File: config.mk
export PLATFORM = sky130hd
export DESIGN_NAME = vec_reduce_sum32
export DESIGN_NICKNAME = d
export VERILOG_FILES = /design/src/rtl/nn_fixed_pkg.sv /design/src/rtl/reduce_add_stage.sv /design/src/rtl/vec_reduce_sum32.sv
export SDC_FILE = /design/constraint.sdc
export NUM_CORES = 2
export LEC_CHECK = 0
export CORE_ASPECT_RATIO = 0.7
export CORE_MARGIN = 3
export CORE_UTILIZATION = 40
export DETAILED_ROUTE_END_ITERATION = 10
export SLEW_MARGIN = 20
export SYNTH_ARGS = -nofsm -noshare
export SYNTH_HDL_FRONTEND = slang
export SYNTH_SLANG_ARGS = --single-unit
File: constraint.sdc
create_clock -name clk -period 45.2 [get_ports clk]
set_clock_uncertainty 0.1 [all_clocks]
set_input_delay 9.04 -clock clk [delete_from_list [all_inputs] [get_ports clk]]
set_output_delay 9.04 -clock clk [all_outputs]
set_load 0.1 [all_outputs]
File: src/rtl/nn_fixed_pkg.sv
// Shared Q8.24 fixed-point constants, lane type and saturating narrow helper.
package nn_fixed_pkg;

    localparam int unsigned WIDTH = 32;
    localparam int unsigned FRAC  = 24;

    localparam logic [31:0] Q_ONE = 32'h0100_0000;
    localparam logic [31:0] Q_MAX = 32'h7FFF_FFFF;
    localparam logic [31:0] Q_MIN = 32'h8000_0000;

    typedef logic signed [31:0] q824_t;

    // Clamp a wide signed value into a signed field of the given width.
    function automatic q824_t sat_narrow(input logic signed [63:0] full,
                                         input int unsigned       width);
        logic signed [63:0] hi;
        logic signed [63:0] lo;
        hi = (64'sd1 <<< (width - 1)) - 64'sd1;
        lo = -(64'sd1 <<< (width - 1));
        if (full > hi) begin
            return q824_t'(hi[31:0]);
        end else if (full < lo) begin
            return q824_t'(lo[31:0]);
        end
        return q824_t'(full[31:0]);
    endfunction

endpackage

File: src/rtl/reduce_add_stage.sv
// One registered level of the adder tree: sums adjacent pairs with one bit of growth.
module reduce_add_stage #(
    parameter int unsigned N_IN = 2,
    parameter int unsigned IN_W = 32
) (
    input  logic                            clk,
    input  logic                            rst,
    input  logic                            en,
    input  logic                            valid_in,
    input  logic [N_IN*IN_W-1:0]            data_in,
    output logic [(N_IN/2)*(IN_W+1)-1:0]    data_out,
    output logic                            valid_out
);

    localparam int unsigned N_OUT = N_IN / 2;
    localparam int unsigned OUT_W = IN_W + 1;

    logic [N_OUT*OUT_W-1:0] sum_d;
    logic [N_OUT*OUT_W-1:0] sum_q;
    logic                   valid_q;
    logic [IN_W-1:0]        a;
    logic [IN_W-1:0]        b;

    // Sign-extend both operands by one bit so the pair sum is exact.
    always_comb begin
        sum_d = '0;
        a     = '0;
        b     = '0;
        for (int unsigned j = 0; j < N_OUT; j++) begin
            a = data_in[(2*j)*IN_W +: IN_W];
            b = data_in[(2*j+1)*IN_W +: IN_W];
            sum_d[j*OUT_W +: OUT_W] = {a[IN_W-1], a} + {b[IN_W-1], b};
        end
    end

    always_ff @(posedge clk) begin
        if (rst) begin
            valid_q <= 1'b0;
        end else if (en) begin
            valid_q <= valid_in;
        end
    end

    // Data needs no reset: it is qualified by valid_q everywhere downstream.
    always_ff @(posedge clk) begin
        if (en) begin
            sum_q <= sum_d;
        end
    end

    assign data_out  = sum_q;
    assign valid_out = valid_q;

endmodule

File: src/rtl/vec_reduce_sum32.sv
// Pipelined signed lane-sum reduction with a global-stall valid/ready pipe.
// REDUCE_SAT_EN: when defined, out_sum saturates on overflow instead of wrapping.
module vec_reduce_sum32
    import nn_fixed_pkg::*;
#(
    parameter int unsigned LANES = 32,
    parameter int unsigned WIDTH = 32,
    parameter int unsigned FRAC  = 24
) (
    input  logic                   clk,
    input  logic                   rst,
    input  logic [LANES*WIDTH-1:0] in_vec,
    input  logic                   in_valid,
    output logic                   in_ready,
    output logic [WIDTH-1:0]       out_sum,
    output logic                   out_valid,
    input  logic                   out_ready,
    output logic                   out_ovf
);

    localparam int unsigned STAGES = $clog2(LANES);
    localparam int unsigned FULL_W = WIDTH + STAGES;

    if (LANES < 2 || (LANES & (LANES - 1)) != 0 || FRAC >= WIDTH) begin : g_bad_cfg
        $error("vec_reduce_sum32: LANES must be a power of two >= 2 and FRAC < WIDTH");
    end

    logic              adv;
    logic [FULL_W-1:0] full_sum;
    logic              full_vld;
    logic              ovf_c;
    logic [WIDTH-1:0]  narrow_c;
    logic [WIDTH-1:0]  out_sum_q;
    logic              out_valid_q;
    logic              out_ovf_q;

    // Whole pipe advances together; a stalled output freezes every stage.
    assign adv      = !out_valid_q || out_ready;
    assign in_ready = adv;

    for (genvar k = 0; k < STAGES; k++) begin : g_stage
        localparam int unsigned N_IN = LANES >> k;
        localparam int unsigned IN_W = WIDTH + k;

        logic [(N_IN/2)*(IN_W+1)-1:0] stage_sum;
        logic                         stage_vld;

        if (k == 0) begin : g_first
            reduce_add_stage #(.N_IN(N_IN), .IN_W(IN_W)) u_stage (
                .clk       (clk),
                .rst       (rst),
                .en        (adv),
                .valid_in  (in_valid),
                .data_in   (in_vec),
                .data_out  (stage_sum),
                .valid_out (stage_vld)
            );
        end else begin : g_rest
            reduce_add_stage #(.N_IN(N_IN), .IN_W(IN_W)) u_stage (
                .clk       (clk),
                .rst       (rst),
                .en        (adv),
                .valid_in  (g_stage[k-1].stage_vld),
                .data_in   (g_stage[k-1].stage_sum),
                .data_out  (stage_sum),
                .valid_out (stage_vld)
            );
        end
    end

    assign full_sum = g_stage[STAGES-1].stage_sum;
    assign full_vld = g_stage[STAGES-1].stage_vld;

    // In range iff all bits from the WIDTH-1 sign position upward agree.
    assign ovf_c = !((&full_sum[FULL_W-1:WIDTH-1]) || !(|full_sum[FULL_W-1:WIDTH-1]));

`ifdef REDUCE_SAT_EN
    assign narrow_c = WIDTH'(sat_narrow(64'($signed(full_sum)), WIDTH));
`else
    assign narrow_c = full_sum[WIDTH-1:0];
`endif

    always_ff @(posedge clk) begin
        if (rst) begin
            out_valid_q <= 1'b0;
            out_sum_q   <= '0;
            out_ovf_q   <= 1'b0;
        end else if (adv) begin
            out_valid_q <= full_vld;
            out_sum_q   <= narrow_c;
            out_ovf_q   <= full_vld && ovf_c;
        end
    end

    assign out_sum   = out_sum_q;
    assign out_valid = out_valid_q;
    assign out_ovf   = out_ovf_q;

endmodule

# Yosys cells after proc, flatten, opt, wreduce, memory -nomap -nowiden
# Cells that the tools add are included.
# W data, S select, Z words.
totals:
  wordCells: 52
  in_bits: 1028
  out_inout_bits: 35
  reg_bits: 1088
classes:
  n_addsub: 31
  n_reduce_logical: 8
op_table:
  columns: ["op", "n"]
  rows:
  - ["$add A32 B32 Y33", 16]
  - ["$add A33 B33 Y34", 8]
  - ["$add A34 B34 Y35", 4]
  - ["$add A35 B35 Y36", 2]
  - ["$add A36 B36 Y37", 1]
  - ["$reduce_and A6 Y1", 1]
  - ["$reduce_or A6 Y1", 1]
  - ["$logic_not A1 Y1", 3]
  - ["$logic_or A1 B1 Y1", 2]
  - ["$logic_and A1 B1 Y1", 1]

# Logic depth before layout (Yosys ltp)
depth:
  ltp_word: 5
  depth_mapped: 13
  mapped_depth_nobuf: 13

# Modules after synthesis
# From an unflattened synthesis, not the netlist that was laid out.
unflattened:
  cells_unflattened: 8232
  area_unflattened_um2: 83083.4
modules_own_cells:
  columns: ["mod", "n_inst", "cells_each", "area_each_um2", "seq_area_each_um2"]
  rows:
  - ["reduce_add_stage at g_stage[0].g_first.u_stage", 1, 3745, 39371.5, 15875.2]
  - ["reduce_add_stage at g_stage[1].g_rest.u_stage", 1, 2230, 21913.5, 8187.9]
  - ["reduce_add_stage at g_stage[2].g_rest.u_stage", 1, 1202, 11524.8, 4224.1]
  - ["reduce_add_stage at g_stage[3].g_rest.u_stage", 1, 564, 5823.1, 2182.1]
  - ["reduce_add_stage at g_stage[4].g_rest.u_stage", 1, 338, 3229.3, 1131.1]
  - ["vec_reduce_sum32", 1, 153, 1221.2, 680.7]

# Worst setup path before layout
# No wires, ideal clock.
synth_path:
  kind: "input-to-output"
  startpoint: "in out_ready"
  endpoint: "out in_ready"
  setup_slack_ns: -2.370
  t_required_ns: 36.060
  path_buffers: 1
  arrival_ns: 38.430
  stages: 3
  cell_sequence: "nor2b_1 inv_1 clkbuf_1"
synth_between:
  elab_chain_cells: 1
synth_lines:
  columns: ["item", "line", "rtl"]
  rows:
  - ["start: declaration", "vec_reduce_sum32.sv:17", "input logic out_ready,"]
  - ["$logic_or A1 B1 Y1", "vec_reduce_sum32.sv:38", "assign adv = !out_valid_q || out_ready;"]
  - ["end: declaration", "vec_reduce_sum32.sv:14", "output logic in_ready,"]
# No other way between the ends.

# Worst setup path after layout
# Ends and elaborated chain as after synthesis.

==> metrics.txt <==
# TYPE chip_impl_metric gauge
chip_impl_metric{name="critPathMaxFanout",unit=""} 86
chip_impl_metric{name="synthDistinctLibCells",unit=""} 94
chip_impl_info{name="synth_largest_area_cell",value="sky130_fd_sc_hd__edfxtp_1"} 1
chip_impl_info{name="startpoint_type",value="primary input"} 1
chip_impl_info{name="crit-reg2reg-launch",value="out_valid"} 1
chip_impl_metric{name="detailed_place_hpwl",unit="mm"} 207
chip_impl_metric{name="placement_rows",unit=""} 137
chip_impl_info{name="setup.worst_path.end",value="in_ready"} 1
chip_impl_metric{name="pwr_density_cell",unit="nW/um^2"} 64.2
chip_impl_metric{name="initial_utilization",unit="%"} 40.5
chip_impl_metric{name="clock_sinks",unit=""} 1088
chip_impl_metric{name="grt_antenna_before_repair",unit=""} 24
chip_impl_metric{name="reg2regPathDepth",unit=""} 8
chip_impl_metric{name="critical-path-max-stage-delay",unit="ns"} 1.26
chip_impl_metric{name="crit_arrival",unit="ns"} 11.68
chip_impl_metric{name="timing.fmax",unit="MHz"} 48.0
chip_impl_metric{name="worst_slew_slack_as_a_fraction_of_its_limit",unit="%"} 23.7
chip_impl_metric{name="grtUsageTotal",unit="%"} 23.1
chip_impl_metric{name="clock_tree.htree_level_count",unit=""} 3
chip_impl_metric{name="p_total",unit="mW"} 6.33
chip_impl_info{name="reg2reg_to",value="g_stage[0].g_first.u_stage.data_out[310]"} 1
chip_impl_metric{name="port_buffers",unit=""} 1062
chip_impl_info{name="endpoint_class_of_the_critical_path",value="output pin"} 1
chip_impl_metric{name="report.final.setup_viol",unit=""} 0
chip_impl_metric{name="cts_max_path_bufs",unit=""} 3
chip_impl_metric{name="vias",unit=""} 65000
chip_impl_metric{name="asr_flop_ratio_synth",unit="%"} 0
chip_impl_metric{name="firstDrtPassIters",unit=""} 6
chip_impl_metric{name="cell_internal_pwr",unit="mW"} 3.68
chip_impl_metric{name="maximum_number_of_pins_on_one_net_before_global_route_repair",unit=""} 209
chip_impl_metric{name="area.growth.synth_to_final",unit="%"} 21.4
chip_impl_metric{name="die_w",unit="microns"} 545
chip_impl_metric{name="netlist.area_leader.share",unit="%"} 38.8
chip_impl_metric{name="post-cts-setup-buffers",unit=""} 0
chip_impl_metric{name="place_area",unit="sq um"} 94800
chip_impl_metric{name="postSynthNetCount",unit=""} 10100
chip_impl_info{name="most-common-layout-cells",value="sky130_fd_sc_hd__clkdlybuf4s50_1 (1060), sky130_fd_sc_hd__edfxtp_1 (1049), sky130_fd_sc_hd__ha_1 (1018)"} 1
chip_impl_metric{name="combPwrFrac",unit="%"} 54.2
chip_impl_metric{name="finalCoreUtilization",unit="%"} 49.2
chip_impl_metric{name="final_antenna_net_count",unit=""} 0
chip_impl_metric{name="place_congestion",unit=""} 0.919
chip_impl_metric{name="p_seq_share",unit="%"} 30.9
chip_impl_metric{name="ioPinCount",unit=""} 1063
chip_impl_metric{name="wire_per_inst",unit="microns"} 21.2
chip_impl_metric{name="avgSynthCellArea",unit="sq um"} 10.2
chip_impl_metric{name="coreArea",unit="sq um"} 201000
chip_impl_metric{name="design.final.nets",unit=""} 11100
chip_impl_metric{name="floorplan.die_area",unit="sq um"} 209000
chip_impl_metric{name="cts.clk_slew.worst_paths",unit="ns"} 0.06
chip_impl_info{name="setup_repair_after_global_routing_missed_its_margin",value="no"} 1
chip_impl_metric{name="post-route-drc-count",unit=""} 0
chip_impl_metric{name="grt_total_ovfl",unit=""} 0
chip_impl_metric{name="setup_slack",unit="ns"} 24.38
chip_impl_metric{name="cells_resized_by_post_cts_repair",unit=""} 0
chip_impl_metric{name="worst_skew_pair.late_latency",unit="ns"} 0.73
chip_impl_metric{name="vdd_drop_max",unit="uV"} 48.8
chip_impl_metric{name="timing.critical_path.required",unit="ns"} 36.06
chip_impl_info{name="run_status",value="finished, final reports clean"} 1
chip_impl_metric{name="syn_inst",unit=""} 7977
chip_impl_metric{name="floorplan.die.height",unit="microns"} 383
chip_impl_metric{name="route.final.wire_length",unit="mm"} 249
chip_impl_metric{name="fin_area",unit="sq um"} 98600
chip_impl_metric{name="layout_worst_path_cycle_share",unit="%"} 46.1
chip_impl_metric{name="power_switching_share",unit="%"} 41.8
chip_impl_metric{name="worst_slew_pin_slew",unit="ns"} 1.14
chip_impl_metric{name="timing.final.hold_violations",unit=""} 0
chip_impl_metric{name="worst-r2r-setup-slack",unit="ns"} 39.50
chip_impl_metric{name="ratio_of_cells_with_drive_above_1_in_the_final_layout",unit="%"} 2.88
chip_impl_info{name="crit_path_cell_trace",value="clkdlybuf4s50_1, nor2b_4, buf_4, inv_8, clkdlybuf4s50_1"} 1
chip_impl_info{name="cp_common_cell",value="sky130_fd_sc_hd__clkdlybuf4s50_1"} 1
chip_impl_metric{name="synth-warning-count",unit=""} 0
chip_impl_metric{name="first_global_vias",unit=""} 62600
chip_impl_info{name="clockRootBuffer",value="sky130_fd_sc_hd__clkbuf_16"} 1
chip_impl_metric{name="cts_inserted_buffers",unit=""} 111
chip_impl_metric{name="max_cap_viol_count",unit=""} 0
chip_impl_metric{name="netlist_area",unit="sq um"} 81200
chip_impl_info{name="post_synth_main_area_contributors",value="sky130_fd_sc_hd__edfxtp_1 (39%), sky130_fd_sc_hd__ha_1 (16%), sky130_fd_sc_hd__xnor2_1 (6.5%)"} 1
chip_impl_info{name="cts_tree",value="built"} 1
chip_impl_metric{name="grt_pass1_wl",unit="mm"} 374
chip_impl_info{name="max_stage_delay_cell_worst_path",value="sky130_fd_sc_hd__clkdlybuf4s50_1"} 1
chip_impl_info{name="synth_flop_cell",value="sky130_fd_sc_hd__edfxtp_1"} 1
chip_impl_metric{name="total_switching_power",unit="mW"} 2.65
chip_impl_info{name="crit_start",value="out_ready"} 1
chip_impl_metric{name="final.setup.tns",unit="ns"} 0
chip_impl_metric{name="dr.first_iter.drc_count",unit=""} 5609
chip_impl_metric{name="post-place-ws",unit="ns"} 24.37
chip_impl_metric{name="synth-edff-count",unit=""} 1049
chip_impl_info{name="critPathKind",value="primary input to output pin"} 1
chip_impl_metric{name="final.min_clock_period",unit="ns"} 20.82
chip_impl_metric{name="p_leak",unit="nW"} 41.2
chip_impl_metric{name="synth-seq-cells",unit=""} 1088
chip_impl_metric{name="post_cts_hold_buffer_count",unit=""} 0
chip_impl_info{name="final_common_cell",value="sky130_fd_sc_hd__clkdlybuf4s50_1"} 1
chip_impl_metric{name="clockPowerShare",unit="%"} 14.9
chip_impl_metric{name="avgViaCountPerCell",unit=""} 5.51
chip_impl_info{name="min_path_type",value="register to register"} 1
chip_impl_metric{name="timing_max_transition_violations_final",unit=""} 0
chip_impl_metric{name="seq_area_frac_synth",unit="%"} 39.7
cell usage after synthesis (all sizes together) (73+ instances only):
| cell type | count |
|---|---|
| xor2 | 295 |
| o21ai | 476 |
| o21bai | 133 |
| a211oi | 75 |
| inv | 260 |
| xnor2 | 607 |
| and3 | 73 |
| nand2 | 520 |
| a21o | 519 |
| edfxtp | 1049 |
| nor2b | 149 |
| nand4 | 106 |
| nand3 | 146 |
| nand2b | 126 |
| ha | 1018 |
| nor3 | 98 |
| o21a | 118 |
| a21oi | 886 |
| clkbuf | 123 |
| a31oi | 88 |
| nor2 | 457 |
sequential cells by signal, indices dropped and copies added (netlist names):
signal                             cells
g_stage.g_rest.u_stage.data_out      521
g_stage.g_first.u_stage.data_out     528
g_stage.g_first.u_stage.valid_out      1
out_valid                              1
g_stage.g_rest.u_stage.valid_out       4
out_ovf                                1
out_sum                               32
worst min path at each step:
stage | start | end | slack, ns | cells past startpoint
after floorplan | g_stage[0].g_first.u_stage.valid_out | g_stage[0].g_first.u_stage.valid_out | 0.33 | 2
after global placement | g_stage[2].g_rest.u_stage.valid_out | g_stage[2].g_rest.u_stage.valid_out | 0.34 | 2
after detailed placement | out_sum[2] | out_sum[2] | 0.35 | 2
after CTS | out_sum[2] | out_sum[2] | 0.35 | 2
after global routing | g_stage[3].g_rest.u_stage.valid_out | g_stage[3].g_rest.u_stage.valid_out | 0.37 | 2
final | out_sum[2] | out_sum[2] | 0.35 | 2
cell type report:
class | count | area (sq um)
diodes | 9 | 22.5
clock buffers | 125 | 2910
clock inverters | 77 | 795
fillers | 18400 | 102000
inverters | 260 | 983
multi-input cells | 6503 | 47500
flip-flops and latches | 1088 | 32300
well taps | 2641 | 3300
repair buffers | 1078 | 10800
cell families after synthesis:
group           count (synthesis)  synth area share (%)
compound gates               2696                  21.2
simple gates                 1852                  11.0
flops                        1088                  39.7
fa+ha+maj                    1049                  16.4
xor+xnor                      902                  9.73
buf+inv                       386                  1.79
mux                             4                0.0524
stage by stage:
stage	cells	hold WS, ns
after global routing	11800	0.373
after CTS	11800	0.352
after detailed placement	11600	0.346
after floorplan	7977	0.332
final	11800	0.347
after global placement	11600	0.340
per-layer routing:
metal	vias to the layer above	GRT usage, %	share of wire [%]
li1	32300	-	-
met1	30800	33.8	48
met2	1701	36.7	45
met3	242	2.45	4.5
met4	0	4.79	2.0
met5	-	0	0
power by group through the flow:
stage | combinational [mW] | sequential [mW] | clock [mW]
detailed placement | 3.40 | 1.98 | 0
global placement | 3.36 | 1.98 | 0
CTS | 3.42 | 1.96 | 0.974
floorplan | 2.42 | 1.87 | 0
global route | 3.80 | 1.99 | 1.02
finish | 3.43 | 1.96 | 0.943
worst max-delay path: cells and delay by family:
family,cells,cell delay (ns)
AND/OR/NAND/NOR,1,0.05
buffers and inverters,4,2.50
No activity file was read; power rests on OpenSTA's default activity.
